$ cat config.mk
export PLATFORM = sky130hd
export DESIGN_NAME = uart_tx_fifo
export DESIGN_NICKNAME = d
export VERILOG_FILES = /design/src/rtl/uart_tx_fifo.sv
export SDC_FILE = /design/constraint.sdc
export NUM_CORES = 1
export LEC_CHECK = 0
export ABC_AREA = 1
export ABC_CLOCK_PERIOD_IN_PS = 3150
export BUFFER_PORTS_ARGS = -buffer_cell sky130_fd_sc_hd__buf_4
export CAP_MARGIN = 10
export CORE_AREA = 4 4 86 88
export DETAILED_ROUTE_END_ITERATION = 12
export DIE_AREA = 0 0 90 92
export GPL_TIMING_DRIVEN = 0
export HOLD_SLACK_MARGIN = 0.03
export PLACE_DENSITY = 0.83
export SYNTH_ARGS = -nofsm -noshare
export SYNTH_HDL_FRONTEND = slang
export SYNTH_SLANG_ARGS = --single-unit
$ cat constraint.sdc
create_clock -name clk -period 3.15 [get_ports clk]
set_input_delay 0.1575 -clock clk [delete_from_list [all_inputs] [get_ports clk]]
set_output_delay 0.1575 -clock clk [all_outputs]
set_load 0.02 [all_outputs]
$ cat src/rtl/uart_tx_fifo.sv
// Byte FIFO that feeds a UART transmitter one byte at a time through a
// write-strobe / wait_retrieve handshake, with sticky overflow reporting.
module uart_tx_fifo #(
    parameter int DEPTH = 8,
    parameter int AW    = $clog2(DEPTH)
) (
    input  logic          clk,
    input  logic          reset,
    input  logic          wr_en,
    input  logic [7:0]    wr_data,
    input  logic          flush,
    input  logic          enable,
    input  logic          clr_overflow,
    input  logic          uart_wait_retrieve,
    input  logic          uart_send_busy,
    output logic [7:0]    uart_data,
    output logic          uart_write_data,
    output logic          full,
    output logic          empty,
    output logic [AW:0]   count,
    output logic          overflow,
    output logic          idle
);

    typedef enum logic [1:0] {
        ST_IDLE        = 2'd0,
        ST_ISSUE       = 2'd1,
        ST_WAIT_ACCEPT = 2'd2,
        ST_WAIT_DRAIN  = 2'd3
    } state_t;

    localparam logic [AW:0] PTR_ONE  = (AW+1)'(1);
    localparam logic [AW:0] CNT_FULL = (AW+1)'(DEPTH);
    localparam logic [AW:0] CNT_ZERO = (AW+1)'(0);

    logic [7:0]  r_mem [DEPTH];
    logic [AW:0] r_wr_ptr;
    logic [AW:0] r_rd_ptr;
    state_t      r_state;
    logic        r_overflow;
    logic        r_write_data;
    logic [7:0]  r_data;

    logic [AW:0] w_count;
    logic        w_full;
    logic        w_empty;
    logic        w_pop;
    logic        w_push;
    logic        w_ovf_set;
    logic        w_start;

    // Occupancy flags and the push/pop/launch qualifiers; flush overrides both pointers' updates.
    always_comb begin
        w_count   = r_wr_ptr - r_rd_ptr;
        w_full    = (w_count == CNT_FULL);
        w_empty   = (w_count == CNT_ZERO);
        w_pop     = (r_state == ST_ISSUE) & ~w_empty & ~flush;
        w_push    = wr_en & (~w_full | w_pop) & ~flush;
        w_ovf_set = wr_en & w_full & ~w_pop & ~flush;
        w_start   = enable & ~w_empty & ~flush & ~uart_wait_retrieve & ~uart_send_busy;
    end

    // Storage array; contents are not reset.
    always_ff @(posedge clk) begin
        if (w_push) begin
            r_mem[r_wr_ptr[AW-1:0]] <= wr_data;
        end
    end

    // Read and write pointers, one extra bit so full and empty are distinguishable.
    always_ff @(posedge clk or negedge reset) begin
        if (!reset) begin
            r_wr_ptr <= CNT_ZERO;
            r_rd_ptr <= CNT_ZERO;
        end else begin
            if (flush) begin
                r_rd_ptr <= r_wr_ptr;
            end else if (w_pop) begin
                r_rd_ptr <= r_rd_ptr + PTR_ONE;
            end
            if (w_push) begin
                r_wr_ptr <= r_wr_ptr + PTR_ONE;
            end
        end
    end

    // Sticky overflow; a new overflow wins over a simultaneous clear.
    always_ff @(posedge clk or negedge reset) begin
        if (!reset) begin
            r_overflow <= 1'b0;
        end else if (w_ovf_set) begin
            r_overflow <= 1'b1;
        end else if (clr_overflow) begin
            r_overflow <= 1'b0;
        end
    end

    // UART handshake sequencer; the head byte is captured on entry to ISSUE so it is stable for the pulse.
    always_ff @(posedge clk or negedge reset) begin
        if (!reset) begin
            r_state      <= ST_IDLE;
            r_write_data <= 1'b0;
            r_data       <= 8'h00;
        end else begin
            r_write_data <= 1'b0;
            case (r_state)
                ST_IDLE: begin
                    if (w_start) begin
                        r_state      <= ST_ISSUE;
                        r_write_data <= 1'b1;
                        r_data       <= r_mem[r_rd_ptr[AW-1:0]];
                    end
                end
                ST_ISSUE: begin
                    r_state <= ST_WAIT_ACCEPT;
                end
                ST_WAIT_ACCEPT: begin
                    if (uart_wait_retrieve) begin
                        r_state <= ST_WAIT_DRAIN;
                    end
                end
                ST_WAIT_DRAIN: begin
                    if (!uart_wait_retrieve && !uart_send_busy) begin
                        r_state <= ST_IDLE;
                    end
                end
                default: begin
                    r_state <= ST_IDLE;
                end
            endcase
        end
    end

    assign uart_data       = r_data;
    assign uart_write_data = r_write_data;
    assign full            = w_full;
    assign empty           = w_empty;
    assign count           = w_count;
    assign overflow        = r_overflow;
    assign idle            = w_empty & (r_state == ST_IDLE);

endmodule
After elaboration in Yosys (flattened, before gate mapping)

Memory sizes are Yosys's and may differ from the RTL's. A register that Yosys moved wholly into a read port is not among the register bits.
Index checks and enable logic that the tools add are counted.

Flip-flop bits (word level): 12
Latch bits: 0
Memory bits (writable): 64
Memory bits (read-only): 0
Input port bits: 16
Memories kept: 1

Add/sub/neg operators: 3
Multiply operators: 0
Divide/modulo/power cells: 0
Magnitude comparators: 0
Eq/ne operators: 7
Shift-type cells: 0
Mux-type cells: 12
Bitwise logic cells: 19
Reduce and logical (&&, ||, !) cells: 10

Memories:

| name  | words | width | read ports | clocked after memory_dff | wr ports | RTL line | RTL |
|---|---|---|---|---|---|---|---|
| r_mem | 8     | 8     | 1          | 1                        | 1        | 36       | `logic [7:0] r_mem [DEPTH];` |

Operators by type and width:

| cell                                           | number |
|---|---|
| AND 1 bit                                      | 12 |
| adder 4 x 1 -> 4 bit (second input constant)   | 2 |
| 2-to-1 mux 4 bit                               | 2 |
| case mux 2 bit (4 select lines)                | 1 |
| 2-to-1 mux 1 bit                               | 6 |
| 2-to-1 mux 2 bit                               | 3 |
| != test 2 bit (second input constant)          | 3 |
| inverter 1 bit                                 | 6 |
| == test 2 bit (second input constant)          | 2 |
| == test 4 bit (second input constant)          | 1 |
| logical NOT 4 bit                              | 1 |
| nonzero test 2 bit                             | 2 |
| subtractor 4 bit                               | 1 |
| logical NOT 1 bit                              | 3 |
| AND reduction 3 bit                            | 1 |
| == test 2 x 1 -> 1 bit (second input constant) | 1 |
| logical NOT 2 bit                              | 1 |
| AND reduction 2 bit                            | 1 |
| logical AND 1 bit                              | 1 |
| OR 1 bit                                       | 1 |

Longest topological paths before layout

Depth in word-level cells: 10
Gate-level depth with buffers: 14

Worst setup path before layout

No wires, ideal clock.

Path type: register to register
From: register r_rd_ptr[1]
To: memory r_mem[2][0], enable pin
Library setup time: 0.370 ns
Data arrival time: 2.235 ns
Path slack: 0.545 ns
Stages on the path, launching flop included: 9
Period minus slack after synthesis: 2.605 ns
Path through: dfrtp_1 > inv_1 > buf_4 > fa_1 > or2_4 > nor2_4 > o211ai_4 > nand3_2 > nor2_1

Word-level cells in the longest chain between the ends: 10

RTL lines:

| element                                    | RTL line | RTL |
|---|---|---|
| start: declaration                         | 38       | `logic [AW:0] r_rd_ptr;` |
| start signal: assignment                   | 77       | `r_rd_ptr <= r_wr_ptr;` |
| start signal: assignment                   | 79       | `r_rd_ptr <= r_rd_ptr + PTR_ONE;` |
| subtractor 4 bit (*)                       | 54       | `w_count = r_wr_ptr - r_rd_ptr;` |
| named net count[1]                         | 20       | `output logic [AW:0] count,` |
| logical NOT 4 bit                          | 56       | `w_empty = (w_count == CNT_ZERO);` |
| inverter 1 bit                             | 57       | `w_pop = (r_state == ST_ISSUE) & ~w_empty & ~flush;` |
| AND 1 bit (2 in series)                    | 57       |  |
| OR 1 bit (*)                               | 58       | `w_push = wr_en & (~w_full \| w_pop) & ~flush;` |
| AND 1 bit (*) (2 in series)                | 58       |  |
| 2-to-1 mux 1 bit (*)                       | 65       | `if (w_push) begin` |
| 2-to-1 mux 1 bit (not written as such) (*) | 66       | `r_mem[r_wr_ptr[AW-1:0]] <= wr_data;` |
| end: declaration                           | 36       |  |

Mark *: on every way through the listed nets, which the timed path passes. The rest lies on a longest branch.

Worst setup path after layout

From: register r_rd_ptr[2]
To: memory r_mem[6][1], enable pin

Word-level cells in the longest chain between the ends: 10

RTL lines:

| element                                    | RTL line |
|---|---|
| subtractor 4 bit (*)                       | 54 |
| logical NOT 4 bit                          | 56 |
| inverter 1 bit                             | 57 |
| AND 1 bit (2 in series)                    | 57 |
| OR 1 bit (*)                               | 58 |
| AND 1 bit (*) (2 in series)                | 58 |
| 2-to-1 mux 1 bit (*)                       | 65 |
| 2-to-1 mux 1 bit (not written as such) (*) | 66 |

Mark *: on every way between the ends. The rest lies on a longest branch, timed or not.

==> flow_summary.json <==
{
  "grt_usage_pct": 21.3,
  "fmax_mhz": 329,
  "crit_family": "simple AND/OR/NAND/NOR gates",
  "synthArstFlopShare_pct": 23.8,
  "cpPeakStageDelay_ns": 0.46,
  "met1_usage_pct": 27.1,
  "crit_chain": "buf_2 -> clkinv_1 -> ha_1 -> or2_1 -> nand3_2 -> nand2_2 -> o211ai_4 -> nand3_2 -> nor2_2",
  "synth.area.mux_share_pct": 0,
  "synth-simple-area-share_pct": 17.6,
  "gp_congestion": 0.856,
  "first_pass_iters": 7,
  "crit_buf_inv": 2,
  "drtIter0Drc": 429,
  "clock_latency_ns": 0.36,
  "slew_headroom_pct": 64.7,
  "wl_per_cell_um": 17.8,
  "synthCells": 346,
  "fin_crit_sh_pct": 96.5,
  "tritoncts": "yes",
  "fin_total_pwr_mw": 4.13,
  "ant_nets": 0,
  "clk_pin_slew_ns": 0.08,
  "fin_util_pct": 66.3,
  "ys_ff_latch": 84,
  "setup_viol": 0,
  "grt_pass1_vias": 2534,
  "rows": 30,
  "crit_type": "reg2reg",
  "synth_xor_area_share_pct": 0.923,
  "tightest_slew_ns": 0.529,
  "netlist_area_sq_mm": 0.00379,
  "synth_compound_area_share_pct": 10.3,
  "clockBufferDepth": 2,
  "drive_above_1_share_pct": 21.3,
  "seq_area_frac_synth_pct": 63.9,
  "fp.coreArea_sq_mm": 0.00664,
  "ctsRootBufferMaster": "clkbuf_8",
  "antenna_found_initial": 0,
  "grt_overflow": 0,
  "peakVddDrop_mv": 0.424,
  "start_kind": "flop",
  "synth_top_family_by_area": "simple AND/OR/NAND/NOR gates",
  "vias_per_cell": 5.77,
  "most-common-layout-cells": "nand2_1 (77), edfxtp_1 (64), o21ai_0 (40)",
  "die_w_um": 90,
  "placed_area_sq_mm": 0.00413,
  "grt_pass1_wl_mm": 13.4,
  "synthesis.nets": 372,
  "htreeDepth": 3,
  "whs_ns": 0.0446,
  "start_util_pct": 57.1,
  "power.leakage_nw": 1.79,
  "io_buffers": 32,
  "die_h_um": 92,
  "cts_made_buffers": 9,
  "arrival_ns": 3.03,
  "busiest_layer": "met2",
  "io_pins": 33,
  "hpwl_mm": 5.59,
  "power_density_mw_per_mm2": 939,
  "cts_setup_buffers": 0,
  "yosysUniqueCellTypes": 33,
  "finalHoldViolCount": 0,
  "clock_skew_ns": 0.0138,
  "drv_cap": 0,
  "cp_max_fo": 10,
  "required_ns": 3.14,
  "fin_crit_ns": 3.04,
  "fillers": 489,
  "num_vias": 2771,
  "crit_path_frequent_cell": "nand3_2",
  "cts.sinks": 84,
  "crit_path_end_kind": "flop",
  "drc_errors": 0,
  "grt_util_met2_pct": 35.0,
  "synth-adder-area-share_pct": 3.50,
  "diodes": 0,
  "yosys_most_used_dff": "edfxtp_1",
  "fin_area_sq_mm": 0.00440,
  "avgSynthCellArea_sq_um": 11.0,
  "slowest_stage": "nor2_2",
  "grt_max_degree": 21,
  "totalWireLength_mm": 8.53,
  "status": "finished, final reports clean",
  "layout_commonest_cell": "nand2_1",
  "yosysWarnings": 0,
  "rsz0062_at_grt": "yes",
  "synth_edf_count": 64,
  "slew_violations": 0,
  "hp-class": "in2reg",
  "area_delta_synth_final_pct": 16.0,
  "grt_use_met3_pct": 6.64,
  "nets": 421,
  "die_area_sq_mm": 0.00828
}
[cells in the mapped netlist (2+ instances only)]
cell	n	share of area [%]
nand2_1	77	7.6
edfxtp_1	64	51
nor2_1	43	4.3
o21ai_0	40	5.3
dfrtp_1	20	13
inv_1	18	1.8
o22ai_1	17	2.8
ha_1	9	3.0
nand3_1	9	1.2
buf_2	8	1.1
o21ai_1	8	1.1
nand2_2	5	0.82
inv_2	3	0.30
xor2_1	3	0.69
clkbuf_1	2	0.20
nand2_4	2	0.59
nand3_2	2	0.53
[worst reg2reg max path, stage by stage, from the launching register on]
cell and delay (ns):
dfrtp_1 0.35, buf_2 0.26, clkinv_1 0.38, ha_1 0.43, or2_1 0.24, nand3_2 0.12, nand2_2 0.09, o211ai_4 0.14
nand3_2 0.19, nor2_2 0.46
[worst paths after layout]
path	slack (ns)	startpoint	cells after the start	to
max	0.11	r_rd_ptr[2]	9	r_mem[6][1]
min	0.04	wr_data[7]	1	r_mem[0][7]
max reg2reg	0.11	r_rd_ptr[2]	9	r_mem[6][1]
min reg2reg	0.50	uart_data[4]	2	uart_data[4]
max in group asynchronous	2.71	reset	2	r_rd_ptr[1]
min in group asynchronous	0.22	reset	2	uart_data[5]
[metal layers]
metal | wire, um | part of all wire, % | vias up
met5 | 0 | 0 | -
met3 | 871 | 10 | 20
met4 | 180 | 2.1 | 0
li1 | - | - | 1288
met1 | 3260 | 38 | 1280
met2 | 4220 | 49 | 183
[report_power, final]
group / switching [mW] / internal (mW) / total [mW]
clock network: 0.380 / 0.286 / 0.666
registers: 0.123 / 1.37 / 1.49
logic: 1.29 / 0.685 / 1.98
total: 1.79 / 2.34 / 4.13
[flip-flops by register name, summed over array words and instances (netlist names)]
name,count
uart_data,8
r_rd_ptr,4
r_state,2
uart_write_data,1
r_mem,64
overflow,1
r_wr_ptr,4
[timing repair]
item	in CTS	in global routing
resized for setup	6	6
hold buffers	6	0
setup endpoints to repair	64	40
hold endpoints to repair	35	0
pin swaps	0	0
[layout make-up]
class,instances,area (sq um),share of cell area [%]
clock buffers,10,128,2.90
repair buffers,38,300,6.82
inverters,22,82.6,1.88
flip-flops and latches,84,2420,55.0
plain buffers,12,60.1,1.36
multi-input cells,228,1270,28.8
clock inverters,6,40.0,0.910
well taps,80,100,2.27
[kinds of logic after synthesis]
group,after synthesis
AND/OR/NAND/NOR,145
AO/OA/AOI/OAI,69
adder cells (fa/ha/maj),10
flip-flops,84
buffers and inverters,34
XOR/XNOR,4
[per-stage QoR]
step           std cells  TNS [ns]  setup WS [ns]
6_report             480         0          0.110
5_1_grt              480    -0.471        -0.0400
4_1_cts              480     -1.24        -0.0868
3_5_place_dp         458     -3.89         -0.118
3_3_place_gp         458     -1.49        -0.0643
2_1_floorplan        346         0          0.545
Power figures use the tool's default switching activity.
